## src/rtl/alu_seq_core.sv

```systemverilog
// Registered SAP ALU: 8 ops, latched NZCV flags, Start/Busy/Done handshake, Result drives the bus via ALUOut.
// Define ALU_MUL_EN to build op 7 as a WIDTH-cycle shift-add multiplier; otherwise op 7 is a single-cycle pass-through of A.
module alu_seq_core #(
  parameter int WIDTH = 8
) (
  input  logic             Clock,
  input  logic             Reset,
  input  logic [WIDTH-1:0] Accumulator,
  input  logic [WIDTH-1:0] BRegister,
  input  logic [2:0]       Operation,
  input  logic             Start,
  input  logic             ALUOut,
  output logic [WIDTH-1:0] BusOut,
  output logic [WIDTH-1:0] ProductHigh,
  output logic [3:0]       Flags,
  output logic             Busy,
  output logic             Done
);

  localparam int CW = $clog2(WIDTH) + 1;

  typedef enum logic [1:0] {S_IDLE, S_MULT, S_DONE} state_t;

  state_t           state_q, state_d;
  logic [WIDTH-1:0] result_q, result_d;
  logic [3:0]       flags_q, flags_d;

  logic             issue;
  logic             is_mul;
  logic             mul_last;
  logic [WIDTH:0]   add_full, sub_full;
  logic [WIDTH-1:0] alu_res;
  logic             alu_c, alu_v;
  logic [3:0]       alu_flags;

  assign issue = (state_q == S_IDLE) && Start;

  // Single-cycle ops; op 7 falls through as A so the non-multiplier build is complete
  always_comb begin
    add_full = {1'b0, Accumulator} + {1'b0, BRegister};
    sub_full = {1'b0, Accumulator} - {1'b0, BRegister};
    alu_res  = Accumulator;
    alu_c    = 1'b0;
    alu_v    = 1'b0;
    case (Operation)
      3'd0: begin
        alu_res = add_full[WIDTH-1:0];
        alu_c   = add_full[WIDTH];
        alu_v   = (Accumulator[WIDTH-1] == BRegister[WIDTH-1]) &&
                  (add_full[WIDTH-1] != Accumulator[WIDTH-1]);
      end
      3'd1: begin
        alu_res = sub_full[WIDTH-1:0];
        alu_c   = sub_full[WIDTH];
        alu_v   = (Accumulator[WIDTH-1] != BRegister[WIDTH-1]) &&
                  (sub_full[WIDTH-1] != Accumulator[WIDTH-1]);
      end
      3'd2: alu_res = Accumulator & BRegister;
      3'd3: alu_res = Accumulator | BRegister;
      3'd4: alu_res = Accumulator ^ BRegister;
      3'd5: begin
        alu_res = {Accumulator[WIDTH-2:0], 1'b0};
        alu_c   = Accumulator[WIDTH-1];
      end
      3'd6: begin
        alu_res = {1'b0, Accumulator[WIDTH-1:1]};
        alu_c   = Accumulator[0];
      end
      default: alu_res = Accumulator;
    endcase
    alu_flags = {alu_res[WIDTH-1], alu_v, alu_c, (alu_res == '0)};
  end

`ifdef ALU_MUL_EN
  logic [WIDTH-1:0]   a_q, a_d;
  logic [2*WIDTH-1:0] p_q, p_d;
  logic [CW-1:0]      cnt_q, cnt_d;
  logic [WIDTH:0]     step_sum;
  logic [2*WIDTH-1:0] p_step;
  logic [WIDTH-1:0]   ph_q, ph_d;

  assign is_mul   = (Operation == 3'd7);
  assign mul_last = (state_q == S_MULT) && (cnt_q == CW'(WIDTH - 1));

  // p holds {partial product, remaining multiplier bits}; each step consumes p[0] and shifts right
  always_comb begin
    step_sum = {1'b0, p_q[2*WIDTH-1:WIDTH]} + {1'b0, (p_q[0] ? a_q : {WIDTH{1'b0}})};
    p_step   = {step_sum, p_q[WIDTH-1:1]};
  end

  always_comb begin
    a_d   = a_q;
    p_d   = p_q;
    cnt_d = cnt_q;
    ph_d  = ph_q;
    if (issue && is_mul) begin
      a_d   = Accumulator;
      p_d   = {{WIDTH{1'b0}}, BRegister};
      cnt_d = '0;
    end else if (state_q == S_MULT) begin
      p_d   = p_step;
      cnt_d = cnt_q + CW'(1);
      if (mul_last) ph_d = p_step[2*WIDTH-1:WIDTH];
    end
  end

  always_ff @(posedge Clock or posedge Reset) begin
    if (Reset) begin
      a_q   <= '0;
      p_q   <= '0;
      cnt_q <= '0;
      ph_q  <= '0;
    end else begin
      a_q   <= a_d;
      p_q   <= p_d;
      cnt_q <= cnt_d;
      ph_q  <= ph_d;
    end
  end

  assign ProductHigh = ph_q;
`else
  assign is_mul      = 1'b0;
  assign mul_last    = 1'b0;
  assign ProductHigh = '0;
`endif

  always_comb begin
    result_d = result_q;
    flags_d  = flags_q;
    if (issue && !is_mul) begin
      result_d = alu_res;
      flags_d  = alu_flags;
    end
`ifdef ALU_MUL_EN
    if (mul_last) begin
      result_d = p_step[WIDTH-1:0];
      flags_d  = {p_step[WIDTH-1],
                  (p_step[2*WIDTH-1:WIDTH] != '0),
                  (p_step[2*WIDTH-1:WIDTH] != '0),
                  (p_step == '0)};
    end
`endif
  end

  always_ff @(posedge Clock or posedge Reset) begin
    if (Reset) begin
      state_q  <= S_IDLE;
      result_q <= '0;
      flags_q  <= '0;
    end else begin
      state_q  <= state_d;
      result_q <= result_d;
      flags_q  <= flags_d;
    end
  end

  always_comb begin
    state_d = state_q;
    case (state_q)
      S_IDLE:  if (Start) state_d = is_mul ? S_MULT : S_DONE;
      S_MULT:  if (mul_last) state_d = S_DONE;
      S_DONE:  state_d = S_IDLE;
      default: state_d = S_IDLE;
    endcase
  end

  always_comb begin
    Busy = (state_q != S_IDLE);
    Done = (state_q == S_DONE);
  end

  assign BusOut = ALUOut ? result_q : '0;
  assign Flags  = flags_q;

endmodule

```

## config.mk

```make
export PLATFORM = sky130hd
export DESIGN_NAME = alu_seq_core
export DESIGN_NICKNAME = d
export VERILOG_FILES = /design/src/rtl/alu_seq_core.sv
export SDC_FILE = /design/constraint.sdc
export NUM_CORES = 1
export LEC_CHECK = 0
export CORE_MARGIN = 2
export CORE_UTILIZATION = 30
export DETAILED_ROUTE_END_ITERATION = 7
export PLACE_DENSITY = 0.65
export SYNTH_ARGS = -nofsm -noshare
export SYNTH_HDL_FRONTEND = slang
export SYNTH_SLANG_ARGS = --single-unit
```

## constraint.sdc

```tcl
create_clock -name Clock -period 1.4 [get_ports Clock]
set_input_delay 0.28 -clock Clock [delete_from_list [all_inputs] [get_ports Clock]]
set_output_delay 0.28 -clock Clock [all_outputs]
set_load 0.01 [all_outputs]
```

==> flow_summary.toml, run 1 <==
[status]
status = "finished with violations"
violations = "setup timing"

[setup_path]
r2r_cells = 6
required_ns = 1.53
setup.worst_path.end = "Flags[0]"
timing.rr.end = "Flags[0]"
crit_path_start = "Accumulator[0]"
path_max_fanout = 3
critPathLaunchType = "primary input"
critical_path_class = "in -> reg"
critPathCaptureType = "flip-flop"
crit_arrival_ns = 2.33
rrSetupSlack_ns = -0.10
reg2reg_from = "state_q[1]"

[grt]
grt_pass1_vias = 2374
grt_first_pass_wirelength_mm = 11.3
grt_antenna_before_repair = 0
grtUsageTotal_pct = 18.7
grt_start_max_net_pins = 18
overflow = 0

[power_and_ir_drop]
power_switching_mw = 0.815
p_leak_nw = 1.69
switching_share_pct = 37.3
ir_drop_v = 0.000630
p_int_mw = 1.37
p_per_area_nw_per_um2 = 595
p_comb_share_pct = 62.7
pwr-share-clk_pct = 17.4
seq_power_share_pct = 19.9

[sta]
finalCritPeriodShare_pct = 157
fin_ws_ns = -0.795
finClkSkew_ns = 0.000289
rsz0062_at_grt = "yes"
setup_tns_ns = -5.47
fmax_mhz = 456
final_hold_viol_count = 0
slew_violations = 0
report.final.setup_viol = 11
fin_crit_ns = 2.20

[placement]
place_congestion = 0.900
place_hpwl_mm = 5.09
post-place-ws_ns = -1.51
dp.cells = 430
io_buffers = 36

[clock_network]
clk_latency_ns = 0.24
clock_path_buffers = 2
cts_tree = "done"
htree_num_levels = 1
clock-sinks = 12
ctsRootBufferMaster = "clkbuf_8"
postCtsHoldBufs = 0
clk_pin_slew_ns = 0.05
numCtsBuffers = 3

[yosys]
synth-async-reset-ratio_pct = 100
synth_cell_types = 61
ys_warn_count = 0
synth_seq_cells = 12
synth_area_leaders = "dfrtp_1, ha_1, inv_1, nor2_1, a21oi_1"
synth-seq-area-share_pct = 15.1
netlist.area_leader.share_pct = 15.1
netlist_instances = 256
synth_area_per_cell_um2 = 7.79
synth_enable_flop_cells = 0
synth.largest_area_cell = "dfrtp_1"
synth_flop_cell = "dfrtp_1"
syn-cell-area_um2 = 1990

[layout]
fin_nets = 425
seqCellArea_um2 = 300
synthToLayoutAreaGrowth_pct = 84.1
fin_util_pct = 57.5
fillers = 541
multi_input_area_um2 = 1970
num_antenna_cells = 0
layout_commonest_cell = "buf_4"
layout_common_cells = "buf_4, dlygate4sd2_1, nand2_1"
drive_above_1_share_pct = 52.5
fin_cells = 452

[routing]
routed_wl_mm = 7.01
drt-vias-per-instance = 5.26
wl_met1_mm = 2.85
dr_wl_met3_um = 357
firstDrtPassIters = 4
drcViolationCount = 0
routed-via-count = 2376
drt_iter0_drc = 225
ant_nets = 0
wl_met2_mm = 3.59
wl_per_cell_um = 15.5
dr.max_layer_used = "met4"

[die]
io_pins = 45
core-area_um2 = 6390
die_width_um = 85.5
die_height_um = 85.5
rows = 29
design.die.area_um2 = 7320
start_util_pct = 31.2

[run]
cap_violations = 0

[hold_path]
hold_class = "in -> async"
per-layer routing:
layer / vias to the layer above / GRT usage, %
li1: 1137 / -
met4: 0 / 6.35
met2: 96 / 34.2
met5: - / 0
met3: 28 / 1.54
met1: 1115 / 22.9
state kept, by name, indices dropped and copies added, names as in the netlist:
signal    flops
state_q       1
result_q      8
Flags         3
cells in the mapped netlist (4+ instances only):
library cell	number
buf_2	5
mux2i_1	4
nand3_1	4
a21oi_1	15
nand2_1	19
nor3_1	7
xnor2_1	4
nor2_1	23
o21ai_0	13
o31ai_1	4
buf_4	10
o22ai_1	5
ha_1	24
and2_1	8
inv_1	24
dfrtp_1	12
worst min path at each step:
stage	cells after the start	start	slack, ns	end
after CTS	2	Reset	0.37	result_q[4]
final	2	Reset	0.36	result_q[7]
after floorplan	1	Reset	0.14	Flags[0]
after global placement	2	result_q[5]	0.45	result_q[5]
after global routing	2	Reset	0.43	result_q[4]
after detailed placement	2	result_q[2]	0.47	result_q[2]
final cells by class:
| type | instances | area share, % |
|---|---|---|
| Tap cell | 77 | 2.62 |
| Multi-Input combinational cell | 203 | 53.7 |
| Timing Repair Buffer | 129 | 30.6 |
| Sequential cell | 12 | 8.18 |
| Inverter | 27 | 3.34 |
| Clock buffer | 4 | 1.50 |
worst max-delay path: stages:
cell and delay, ns:
buf_12 0.11, ha_4 0.16, fa_2 0.42, a211oi_4 0.28
nor3b_4 0.08, buf_4 0.14, o21ai_2 0.14, nor4_2 0.07
a211oi_2 0.31, nor4b_4 0.09, a32o_2 0.25
power by group through the flow:
stage | clock network (mW) | registers, mW | logic, mW
after floorplan | 0 | 0.436 | 0.577
after global placement | 0 | 0.436 | 1.03
after detailed placement | 0 | 0.440 | 1.05
after CTS | 0.388 | 0.434 | 1.22
after global routing | 0.395 | 0.442 | 1.47
final | 0.379 | 0.434 | 1.37
per-stage QoR:
step | cell area, um^2 | hold slack (ns) | power [mW]
floorplan | 2110 | 0.145 | 1.01
global route | 3670 | 0.425 | 2.31
CTS | 3410 | 0.371 | 2.04
detailed placement | 2990 | 0.471 | 1.49
global placement | 2990 | 0.454 | 1.47
finish | 3670 | 0.357 | 2.18
timing repair:
action / 4_1_cts / 5_1_grt
setup buffers: 11 / 12
setup endpoints to repair: 25 / 11
gates resized for setup: 129 / 50
gates cloned: 0 / 0
pin swaps: 50 / 44
cell families (layout without fill, tap and decap cells):
| logic type | count (synthesis) | count (layout) | share of synthesized area, % |
|---|---|---|---|
| compound gates | 77 | 77 | 26.9 |
| simple gates | 79 | 79 | 20.7 |
| xor+xnor | 5 | 5 | 2.20 |
| flops | 12 | 12 | 15.1 |
| fa+ha+maj | 26 | 26 | 17.1 |
| mux | 8 | 8 | 5.40 |
| other cells | 1 | 8 | 0.188 |
| buf+inv | 48 | 160 | 12.5 |
Power figures use the tool's default switching activity.
==> run 2: changes to the inputs <==
Settings changed: CAP_MARGIN set to 20, DONT_BUFFER_PORTS set to 1, PLACE_DENSITY 0.65 to 0.56.
==> run 2 against run 1 <==
Against the previous run:
- the run still ends with setup timing left
- maximum frequency increased by 14%
- die area unchanged
- wire length decreased by 15%
- clock skew increased by 0.0037 ns
- sequential power increased by 2%
- core utilization decreased by 14 points
- largest cell class unchanged
- highest routed layer unchanged
==> flow_summary.toml, run 2 (synthesis results as in run 1) <==
[run]
cap_violations = 0

[routing]
drt-vias-per-instance = 5.33
routed-via-count = 2030
routed_wl_mm = 5.95
drt_iter0_drc = 195
ant_nets = 0
wl_per_cell_um = 15.6
drcViolationCount = 0
firstDrtPassIters = 5

[setup_path]
critPathCaptureType = "flip-flop"
critPathLaunchType = "primary input"
cp_slowest_stage_delay_ns = 0.45
crit_arrival_ns = 2.05
cp_slowest_cell = "mux4_2"
required_ns = 1.53
path_max_fanout = 5
cp_cell_sequence = "inv_12, ha_4, fa_2, mux2i_1, xor2_1, mux4_2, o21bai_4, nand3_2, nor4b_2, a32o_2"
critical_path_class = "in -> reg"

[sta]
final_hold_viol_count = 0
report.final.setup_viol = 10
fin_crit_ns = 1.92
finalCritPeriodShare_pct = 137
fmax_mhz = 521
finClkSkew_ns = 0.00395
rsz0062_at_grt = "yes"
fin_ws_ns = -0.521
slew_violations = 0
setup_tns_ns = -3.51

[clock_network]
cts_tree = "done"
clk_latency_ns = 0.24
clock_path_buffers = 2
ctsRootBufferMaster = "clkbuf_8"
numCtsBuffers = 3
htree_num_levels = 1
clock-sinks = 12
clk_pin_slew_ns = 0.05

[status]
violations = "setup timing"
status = "finished with violations"

[grt]
grt_first_pass_wirelength_mm = 9.56
grtUsageTotal_pct = 16.1
overflow = 0
grt_pass1_vias = 1943
grt_antenna_before_repair = 0
grt_start_max_net_pins = 30

[layout]
multi_input_area_um2 = 1750
num_antenna_cells = 0
seqCellArea_um2 = 300
fillers = 644
fin_nets = 355
layout_common_cells = "buf_4, inv_1, nand2_1"
synthToLayoutAreaGrowth_pct = 38.1
largest_reg_flops = 8
regMostFlops = "result_q"
drive_above_1_share_pct = 38.8
layout_commonest_cell = "buf_4"

[placement]
io_buffers = 0
post-place-ws_ns = -0.872
place_congestion = 0.876
place_hpwl_mm = 4.77

[die]
io_pins = 45
die_width_um = 85.5
start_util_pct = 31.2
design.die.area_um2 = 7320
core-area_um2 = 6390
die_height_um = 85.5
rows = 29

[power_and_ir_drop]
p_total_mw = 1.70
ir_drop_v = 0.000680
p_leak_nw = 1.25
p_per_area_nw_per_um2 = 615

[hold_path]
hold_class = "in -> reg"
run 2: changes by cell type in the layout (fill, tap and decap cells not counted), sizes merged:
cell / delta
clkdlybuf4s15: -5
dlygate4sd2: -20
dlymetal6s2s: -1
clkdlybuf4s50: -4
buf: -40
dlygate4sd3: +1
clkbuf: -2
run 2: routing by layer:
layer  global-route usage [%]  vias up  share of wire, %
li1                         -      992                 -
met1                     21.6      974                44
met2                     27.6       60                51
met3                     2.02        4               5.2
met4                     3.61        0              0.54
met5                        0        -                 0
run 2: layout make-up:
type / count / share of cell area, %
inverter: 27 / 4.36
tap: 77 / 3.50
sequential: 12 / 10.9
clock buffer: 3 / 1.50
multi-input combinational: 203 / 63.4
timing repair buffer: 59 / 16.3
run 2: metrics by stage:
| stage | hold WS, ns | std cells | area [um^2] | utilization (%) |
|---|---|---|---|---|
| final | 0.282 | 381 | 2750 | 43.1 |
| after global routing | 0.292 | 381 | 2750 | 43.1 |
| after CTS | 0.268 | 378 | 2580 | 40.4 |
| after detailed placement | 0.209 | 372 | 2450 | 38.3 |
| after global placement | 0.202 | 372 | 2450 | 38.3 |
| after floorplan | 0.145 | 263 | 2110 | - |
run 2: power by group:
part / internal [mW] / leakage, nW / switching, mW
logic: 0.480 / 1.08 / 0.466
registers: 0.405 / 0.148 / 0.0369
clock network: 0.189 / 0.0216 / 0.118
total: 1.07 / 1.25 / 0.621
run 2: final timing paths:
check                                from           to  slack, ns  cells after the start
setup / recovery           Accumulator[0]     Flags[0]      -0.52                     10
hold / removal             Accumulator[2]  result_q[2]       0.28                      2
setup reg to reg               state_q[1]     Flags[0]      -0.14                      6
hold reg to reg               result_q[4]  result_q[4]       0.47                      2
max in group asynchronous           Reset     Flags[2]       0.59                      2
min in group asynchronous           Reset  result_q[4]       0.49                      2
run 2: timing repair:
item,CTS,global route
resized for setup,13,31
cloned,0,0
hold buffers,1,0
hold endpoints to repair,12,0
endpoints found under the setup margin,10,10
pin swaps,21,15
buffers inserted,3,3
run 2: critical path: cells and delay by family:
family | cells | cell delay [ns]
xor+xnor | 1 | 0.09
fa+ha+maj | 2 | 0.50
buf+inv | 1 | 0.01
compound gates | 2 | 0.43
mux | 2 | 0.62
simple gates | 2 | 0.11
==> run 3: changes to the inputs <==
Settings changed: ABC_AREA set to 1, CAP_MARGIN 20 to 40.
==> run 3 against run 2 <==
Against the previous run:
- the flow still finishes with violations (setup timing)
- worst hold slack worse by 0.031 ns
- clock skew fell by 0.0018 ns
- maximum frequency is 26% higher
- largest cell class unchanged
- cell area is 5.0% higher
- critical path depth is 4 higher
==> flow_summary.toml, run 3 <==
[status]
status = "finished with violations"
violations = "setup timing"

[setup_path]
critical_path_class = "in -> reg"
required_ns = 1.57
cp_slowest_stage_delay_ns = 0.39
cp_slowest_cell = "fa_2"
timing.rr.end = "Flags[0]"
reg2reg_from = "state_q[1]"
critPathCaptureType = "flip-flop"
path_max_fanout = 4
crit_arrival_ns = 1.69
critPathLaunchType = "primary input"
rrSetupSlack_ns = 0.08
r2r_cells = 9
cp_cell_sequence = "inv_12, ha_4, fa_2, inv_2, nand2_2, nand2_2, nand2_1, nand2_1, nand3_2, nand3_2, nor2_4, buf_4, buf_4, o21ai_1"

[power_and_ir_drop]
p_per_area_nw_per_um2 = 596
p_leak_nw = 1.53
ir_drop_v = 0.000226
power_switching_mw = 0.659
seq_power_share_pct = 25.5
p_total_mw = 1.72
p_comb_share_pct = 53.1
switching_share_pct = 38.3
pwr-share-clk_pct = 21.4
p_int_mw = 1.06

[placement]
dp.cells = 488
io_buffers = 0
post-place-ws_ns = -0.387
place_hpwl_mm = 5.15
place_congestion = 0.898
dpl-instance-area_um2 = 2590

[sta]
holdWs_ns = 0.251
finalCritPeriodShare_pct = 109
setup_tns_ns = -0.370
slew_violations = 0
fin_crit_ns = 1.53
final_hold_viol_count = 0
rsz0062_at_grt = "yes"
fmax_mhz = 655
report.final.setup_viol = 7
fin_ws_ns = -0.127
finClkSkew_ns = 0.00220

[clock_network]
numCtsBuffers = 3
clock-sinks = 12
clk_latency_ns = 0.24
clk_pin_slew_ns = 0.05
ctsRootBufferMaster = "clkbuf_8"
htree_num_levels = 1
cts_tree = "done"
clock_path_buffers = 2

[yosys]
synth_flop_cell = "dfrtp_1"
synth.largest_area_cell = "nand2_1"
synth-async-reset-ratio_pct = 100
synth-seq-area-share_pct = 14.3
syn-cell-area_um2 = 2110
netlist_instances = 354
synth_area_per_cell_um2 = 5.95
ys_warn_count = 0
synth_seq_cells = 12
synth_common_cells = "nand2_1, inv_1, nor2_1"
synth_area_leaders = "nand2_1, dfrtp_1, ha_1, inv_1, nand3_1"
synth_enable_flop_cells = 0
netlist.area_leader.share_pct = 19.4
synth_most_common_cell = "nand2_1"
synth_cell_types = 31

[die]
rows = 30
start_util_pct = 31.0
io_pins = 45
die_height_um = 87.8
design.die.area_um2 = 7710
die_width_um = 87.8
core-area_um2 = 6790

[hold_path]
hold_class = "in -> reg"
worstHoldStart = "Accumulator[7]"
hold_end = "Flags[2]"
whs_path_depth = 3

[grt]
grt_antenna_before_repair = 0
grtUsageTotal_pct = 17.0
grt_pass1_vias = 2266
grt_first_pass_wirelength_mm = 10.5
grt_start_max_net_pins = 15
overflow = 0

[layout]
synthToLayoutAreaGrowth_pct = 37.4
largest_reg_flops = 8
fin_area_um2 = 2890
layout_commonest_cell = "nand2_1"
fillers = 737
fin_nets = 453
num_antenna_cells = 0
layout_common_cells = "nand2_1, buf_4, inv_1"
regMostFlops = "result_q"
drive_above_1_share_pct = 33.0
fin_cells = 499
fin_util_pct = 42.6

[routing]
drt_iter0_drc = 143
routed-via-count = 2359
ant_nets = 0
drcViolationCount = 0
wl_per_cell_um = 12.7
firstDrtPassIters = 5
routed_wl_mm = 6.32
drt-vias-per-instance = 4.73

[run]
cap_violations = 0
-- run 3: how the worst max path moves through the flow --
stage	start	endpoint	slack [ns]
after floorplan	Accumulator[0]	Flags[0]	-0.22
after global placement	BRegister[3]	Flags[0]	-0.36
after detailed placement	BRegister[3]	Flags[0]	-0.39
after CTS	Accumulator[0]	Flags[1]	-0.07
after global routing	Accumulator[0]	Flags[0]	-0.23
final	Accumulator[0]	result_q[4]	-0.13
-- run 3: metal layers --
layer / up-vias / global-route usage (%) / wire length [um]
li1: 1201 / - / -
met1: 1068 / 23.7 / 2980
met2: 79 / 28.5 / 2910
met3: 11 / 1.04 / 326
met4: 0 / 4.34 / 97
met5: - / 0 / 0
-- run 3: final cells by class --
type	count	area [um^2]	share of cell area, %
clock buffers	4	55.1	1.90
inverters	61	251	8.69
multi-input cells	268	1710	59.2
flip-flops and latches	12	300	10.4
well taps	96	120	4.15
repair buffers	58	453	15.7
-- run 3: power groups by stage --
stage               clock network (mW)  registers (mW)  logic, mW
floorplan                            0           0.435      0.573
finish                           0.368           0.440      0.915
global placement                     0           0.444      0.783
detailed placement                   0           0.446      0.788
global route                     0.401           0.447       1.03
CTS                              0.381           0.441      0.814
-- run 3: worst max-delay path: cells and delay by family --
kind	cells	cell delay, ns
AOI/OAI and AO/OA	1	0.10
and+or+nand+nor	7	0.46
adders and majority gates	2	0.54
buffers and inverters	4	0.31
-- run 3: cell families after synthesis --
logic type      after synthesis  synth area share, %
simple gates                204                 43.3
buf+inv                      81                 17.9
compound gates               29                 7.84
fa+ha+maj                    26                 16.2
flops                        12                 14.3
xor+xnor                      1                0.416
other cells                   1                0.178
-- run 3: what timing repair did --
item | CTS | global route
endpoints found under the setup margin | 8 | 10
pin swaps | 6 | 23
hold buffers | 1 | 0
buffers inserted | 0 | 6
hold endpoints to repair | 12 | 0
gates resized for setup | 11 | 42
==> RTL change 1, RTL diff (config.mk and constraints of run 3) <==
The parameter `WIDTH` goes from 8 to 16.
--- a/src/rtl/alu_seq_core.sv
+++ b/src/rtl/alu_seq_core.sv
@@ -1,7 +1,7 @@
 // Registered SAP ALU: 8 ops, latched NZCV flags, Start/Busy/Done handshake, Result drives the bus via ALUOut.
 // Define ALU_MUL_EN to build op 7 as a WIDTH-cycle shift-add multiplier; otherwise op 7 is a single-cycle pass-through of A.
 module alu_seq_core #(
-  parameter int WIDTH = 8
+  parameter int WIDTH = 16
 ) (
   input  logic             Clock,
   input  logic             Reset,
Interface: changed (resized Accumulator, BRegister, BusOut and ProductHigh); port bits go from 45 to 77. No check against the original RTL was run, so the function may have changed too.
==> RTL change 1 against run 3 <==
- the run still ends with setup timing left
- worst setup slack lost 230 ps
- design area rose by 130%
- wire length rose by 150%
- area after synthesis rose by 100%
- via count increased by 120%
- sequential share of layout area decreased by 2.8 points
- count of clock-buffer cells in the layout decreased by 1
- critical path depth did not move
- total power grew 120%
- clock skew down 0.96 ps
- clock power is 50% higher
- sequential cell count rose by 8
- fmax fell by 13%
==> RTL change 1: results (changes against run 3) <==
fillers 1453 (+97%); Worst Skew 1.242 ps (-0.9586 ps); R2R setup slack 70 ps; Synth top area share 19.92% (+0.49 points); met3 Resource Use GR 1.952% (+0.91 points); Lkg Pwr 3.456 nW (+130%); Global Route met1 Usage 27.77% (+4.0 points); CTS root buf clkbuf_16; Worst R2R Start state_q[1]; pwr/cell area 573.7 mW/mm^2 (-3.7%); max reg flops 16 (+8); Total Routing Usage GR 20.56% (+3.5 points); Data arrival, critical path 1940 ps (+250 ps); Fin Hold WS 242.6 ps (-8.547 ps); Fin Setup TNS -3593 ps (-3222 ps); number of global-route vias before repair 4924 (+120%); final wirelength 15690 um (+150%); GP Congestion 0.9598 (+6.9%); worst-path maximum fanout 3 (-1); top cells by count, synth 224 x nand2_1, 138 x inv_1, 76 x nand3_1, 66 x nor2_1, 51 x ha_1; status complete, but fails checks; critical path endpoint Flags[0]; Peak VDD IR 0.0003464 V (+53%); sequential group power 0.740 mW (+68%); share of post-route cells with drive strength above 1 42.39% (+9.4 points); GR Layer Usage met2 35.35% (+6.8 points); Comb group 2.48 mW (+170%); pin count of the biggest net entering global routing 32 (+17); slowest CP cell fa_2; Switching Share 42.49% (+4.2 points); post-synthesis cell type count 34 (+9.7%); PostCTS Resize Cnt 108 (+97); Post-CTS Setup Bufs 10 (+10); Final #Nets 981 (+120%); first-pass GRT wire length 24530 um (+130%); worst setup path startpoint Accumulator[0]; top post-synthesis cells by area nand2_1 20%, ha_1 15%, inv_1 12%, dfrtp_1 12%, nand3_1 9.0%; failing checks setup timing; Final setup viols 16 (+9); final worst slack -353.5 ps (-226.9 ps); register area share after synthesis 11.86% (-2.4 points); Critical Path Max Stage Delay 390 ps (about the same); Area after DPL 0.005703 sq mm (+120%); Vias/cell 4.768 (+0.85%); initial DRC count 382 (+170%); HPWL after detailed placement 12670 um (+150%)
RTL change 1: cell types whose count changed in the layout (fill, tap and decap cells not counted), sizes merged, moves of 11 or more:
cell,delta
nand2,+114
buf,+106
inv,+79
nand3,+40
nor2,+34
ha,+27
o21ai,+21
a21oi,+16
o22ai,+16
nor3,+11
RTL change 1: worst min-delay path by stage:
stage                     from            to
4_1_cts        Accumulator[15]      Flags[2]
3_5_place_dp             Reset  result_q[10]
5_1_grt        Accumulator[15]      Flags[2]
2_1_floorplan            Reset      Flags[0]
6_report       Accumulator[15]      Flags[2]
3_3_place_gp             Reset  result_q[11]
RTL change 1: area by class of cell:
class	count	area, sq um	area share, %
clock buffers	3	75.07	1.142
inverters	140	636.9	9.688
multi-input cells	560	3785	57.58
flip-flops and latches	20	500.5	7.613
well taps	180	225.2	3.426
repair buffers	164	1351	20.56
RTL change 1: critical path: cells and delay by family:
kind                       cells  cell delay [ps]
AOI/OAI and AO/OA              1              110
and+or+nand+nor                9              880
buffers and inverters          2              120
adders and majority gates      2              540
RTL change 1: logic make-up (layout without fill, tap and decap cells):
family,count (synthesis),in the layout,share of synthesized area (%)
xor+xnor,1,1,0.2076
fa+ha+maj,53,53,16.07
flops,20,20,11.86
compound gates,86,86,11.56
other cells,1,16,0.08886
simple gates,404,404,40.38
buf+inv,184,307,19.83
RTL change 1: layer usage:
layer	share of wire, %	vias up
met2	47	161
met3	5.2	23
met4	1.8	0
li1	-	2604
met1	46	2299
met5	0	-
RTL change 1: metrics by stage:
stage / cells / worst slack (ps) / util (%)
after CTS: 1060 / -316.1 / 45.04
after detailed placement: 1047 / -723.6 / 41.25
after global placement: 1047 / -726.5 / 41.25
after global routing: 1067 / -435.8 / 47.54
final: 1067 / -353.5 / 47.54
after floorplan: 764 / -410.2 / -
==> RTL change 2, RTL diff (settings of run 3) <==
Without the edit above. The 3 states of `state_t` get a one-hot encoding in 3 bits.
--- a/src/rtl/alu_seq_core.sv
+++ b/src/rtl/alu_seq_core.sv
@@ -19,7 +19,7 @@
 
   localparam int CW = $clog2(WIDTH) + 1;
 
-  typedef enum logic [1:0] {S_IDLE, S_MULT, S_DONE} state_t;
+  typedef enum logic [2:0] {S_IDLE = 3'b001, S_MULT = 3'b010, S_DONE = 3'b100} state_t;
 
   state_t           state_q, state_d;
   logic [WIDTH-1:0] result_q, result_d;
Check against the original RTL: no difference found for any inputs over 10 cycles, from zero or initial values and one cycle with Reset high; not proved beyond that.
==> RTL change 2 against run 3 <==
- the flow still finishes with violations (setup timing)
- worst setup slack lost 33 ps
- wire length grew 0.30%
- die area shrank 3.9%
- clock skew shrank 1.0 ps
- sequential cell count grew 1
- sequential share of layout area grew 0.67 points
- design area grew 2.1%
- total power grew 7.0%
- area after synthesis shrank 4.0%
- critical path type unchanged
- critical endpoint is now Flags[0]
- largest cell class unchanged
==> RTL change 2: results (changes against run 3) <==
final worst slack -159.3 ps (-32.75 ps); Layout Cells excl Fill 480 (-3.8%); register area share after synthesis 16.16% (+1.9 points); share of post-route cells with drive strength above 1 35.48% (+2.5 points); R2R setup slack -40 ps (-120 ps); pin count of the biggest net entering global routing 19 (+4); Peak VDD IR 0.0003439 V (+52%); R2R cell count 10 (+1); final wirelength 6339 um (+0.30%); Area after DPL 0.002688 sq mm (+3.7%); cell count after placement 471 (-3.5%); Clk pwr share 17.8% (-3.6 points); Worst Skew 1.200 ps (-1.000 ps); footprint of the multi-input gates 0.001670 sq mm (-2.5%); fillers 677 (-8.1%); failing checks setup timing; Lkg Pwr 1.586 nW (+3.6%); first-pass GRT wire length 10540 um (+0.79%); inverter count 62 (+1.6%); Final setup viols 6 (-1); via count 2332 (-1.1%); top cells by count, synth 94 x nand2_1, 61 x inv_1, 40 x nand3_1, 30 x nor2_1, 24 x ha_1; post-synthesis cell type count 26 (-16%); top post-synthesis cells by area nand2_1 17%, dfrtp_1 15%, ha_1 15%, inv_1 11%, nand3_1 9.9%; first-pass detailed-route iteration total 4 (-1); Pint 1.120 mW (+5.3%); status complete, but fails checks; Data arrival, critical path 1740 ps (+50 ps); Total Routing Usage GR 17.69% (+0.67 points); pre-CTS WS -427.5 ps (-40.58 ps); CP top delay family simple AND/OR/NAND/NOR gates; seq_cells 13 (+1); Critical Path Max Stage Delay 370 ps (-20 ps); initial DRC count 152 (+6.3%); number of global-route vias before repair 2205 (-2.7%); Mean Syn Cell Area 5.908 sq um (-0.67%); sequential share of power 27.9% (+2.4 points); Psw 0.7246 mW (+9.9%); Worst R2R Start state_q[0]
RTL change 2: cell count changes after synthesis, sizes merged, moves of 2 or more:
cell | before | now
nand2 | 111 | 94
a21oi | 6 | 15
nand4 | 18 | 10
nand3 | 36 | 42
o21ai | 12 | 18
nor2 | 36 | 32
buf | 17 | 14
a31oi | 2 | 0
nand3b | 0 | 2
nor3 | 2 | 4
o211ai | 2 | 0
RTL change 2: stage by stage:
stage | hold slack, ps | TNS [ps]
floorplan | 156.2 | -950.9
global placement | 212.3 | -2840
detailed placement | 213.8 | -2997
CTS | 206.1 | -415.1
global route | 223.2 | -1361
finish | 210.6 | -497.2
RTL change 2: cells by family after synthesis:
family	after synthesis	share of synthesized area, %
AND/OR/NAND/NOR	184	39.38
adder cells (fa/ha/maj)	26	16.84
XOR/XNOR	1	0.4335
buffers and inverters	78	16.72
other	1	0.1856
flip-flops	13	16.16
AO/OA/AOI/OAI	39	10.28
RTL change 2: metal layers:
| layer | GRT usage, % | vias up | routed length (um) |
|---|---|---|---|
| met5 | 0 | - | 0 |
| met4 | 4.762 | 0 | 120 |
| met3 | 3.272 | 12 | 506 |
| met2 | 30.23 | 80 | 2985 |
| met1 | 22.72 | 1052 | 2726 |
| li1 | - | 1188 | - |
RTL change 2: timing repair:
action,4_1_cts,5_1_grt
endpoints found under the hold margin,12,0
hold buffers,1,0
cloned,0,0
buffers inserted,2,3
pin swaps,16,32
endpoints found under the setup margin,7,10
gates resized for setup,19,35
RTL change 2: tightest hold or removal path, delay by kind of cell:
family / cells / cell delay, ps
AND/OR/NAND/NOR: 2 / 80
AO/OA/AOI/OAI: 1 / 50
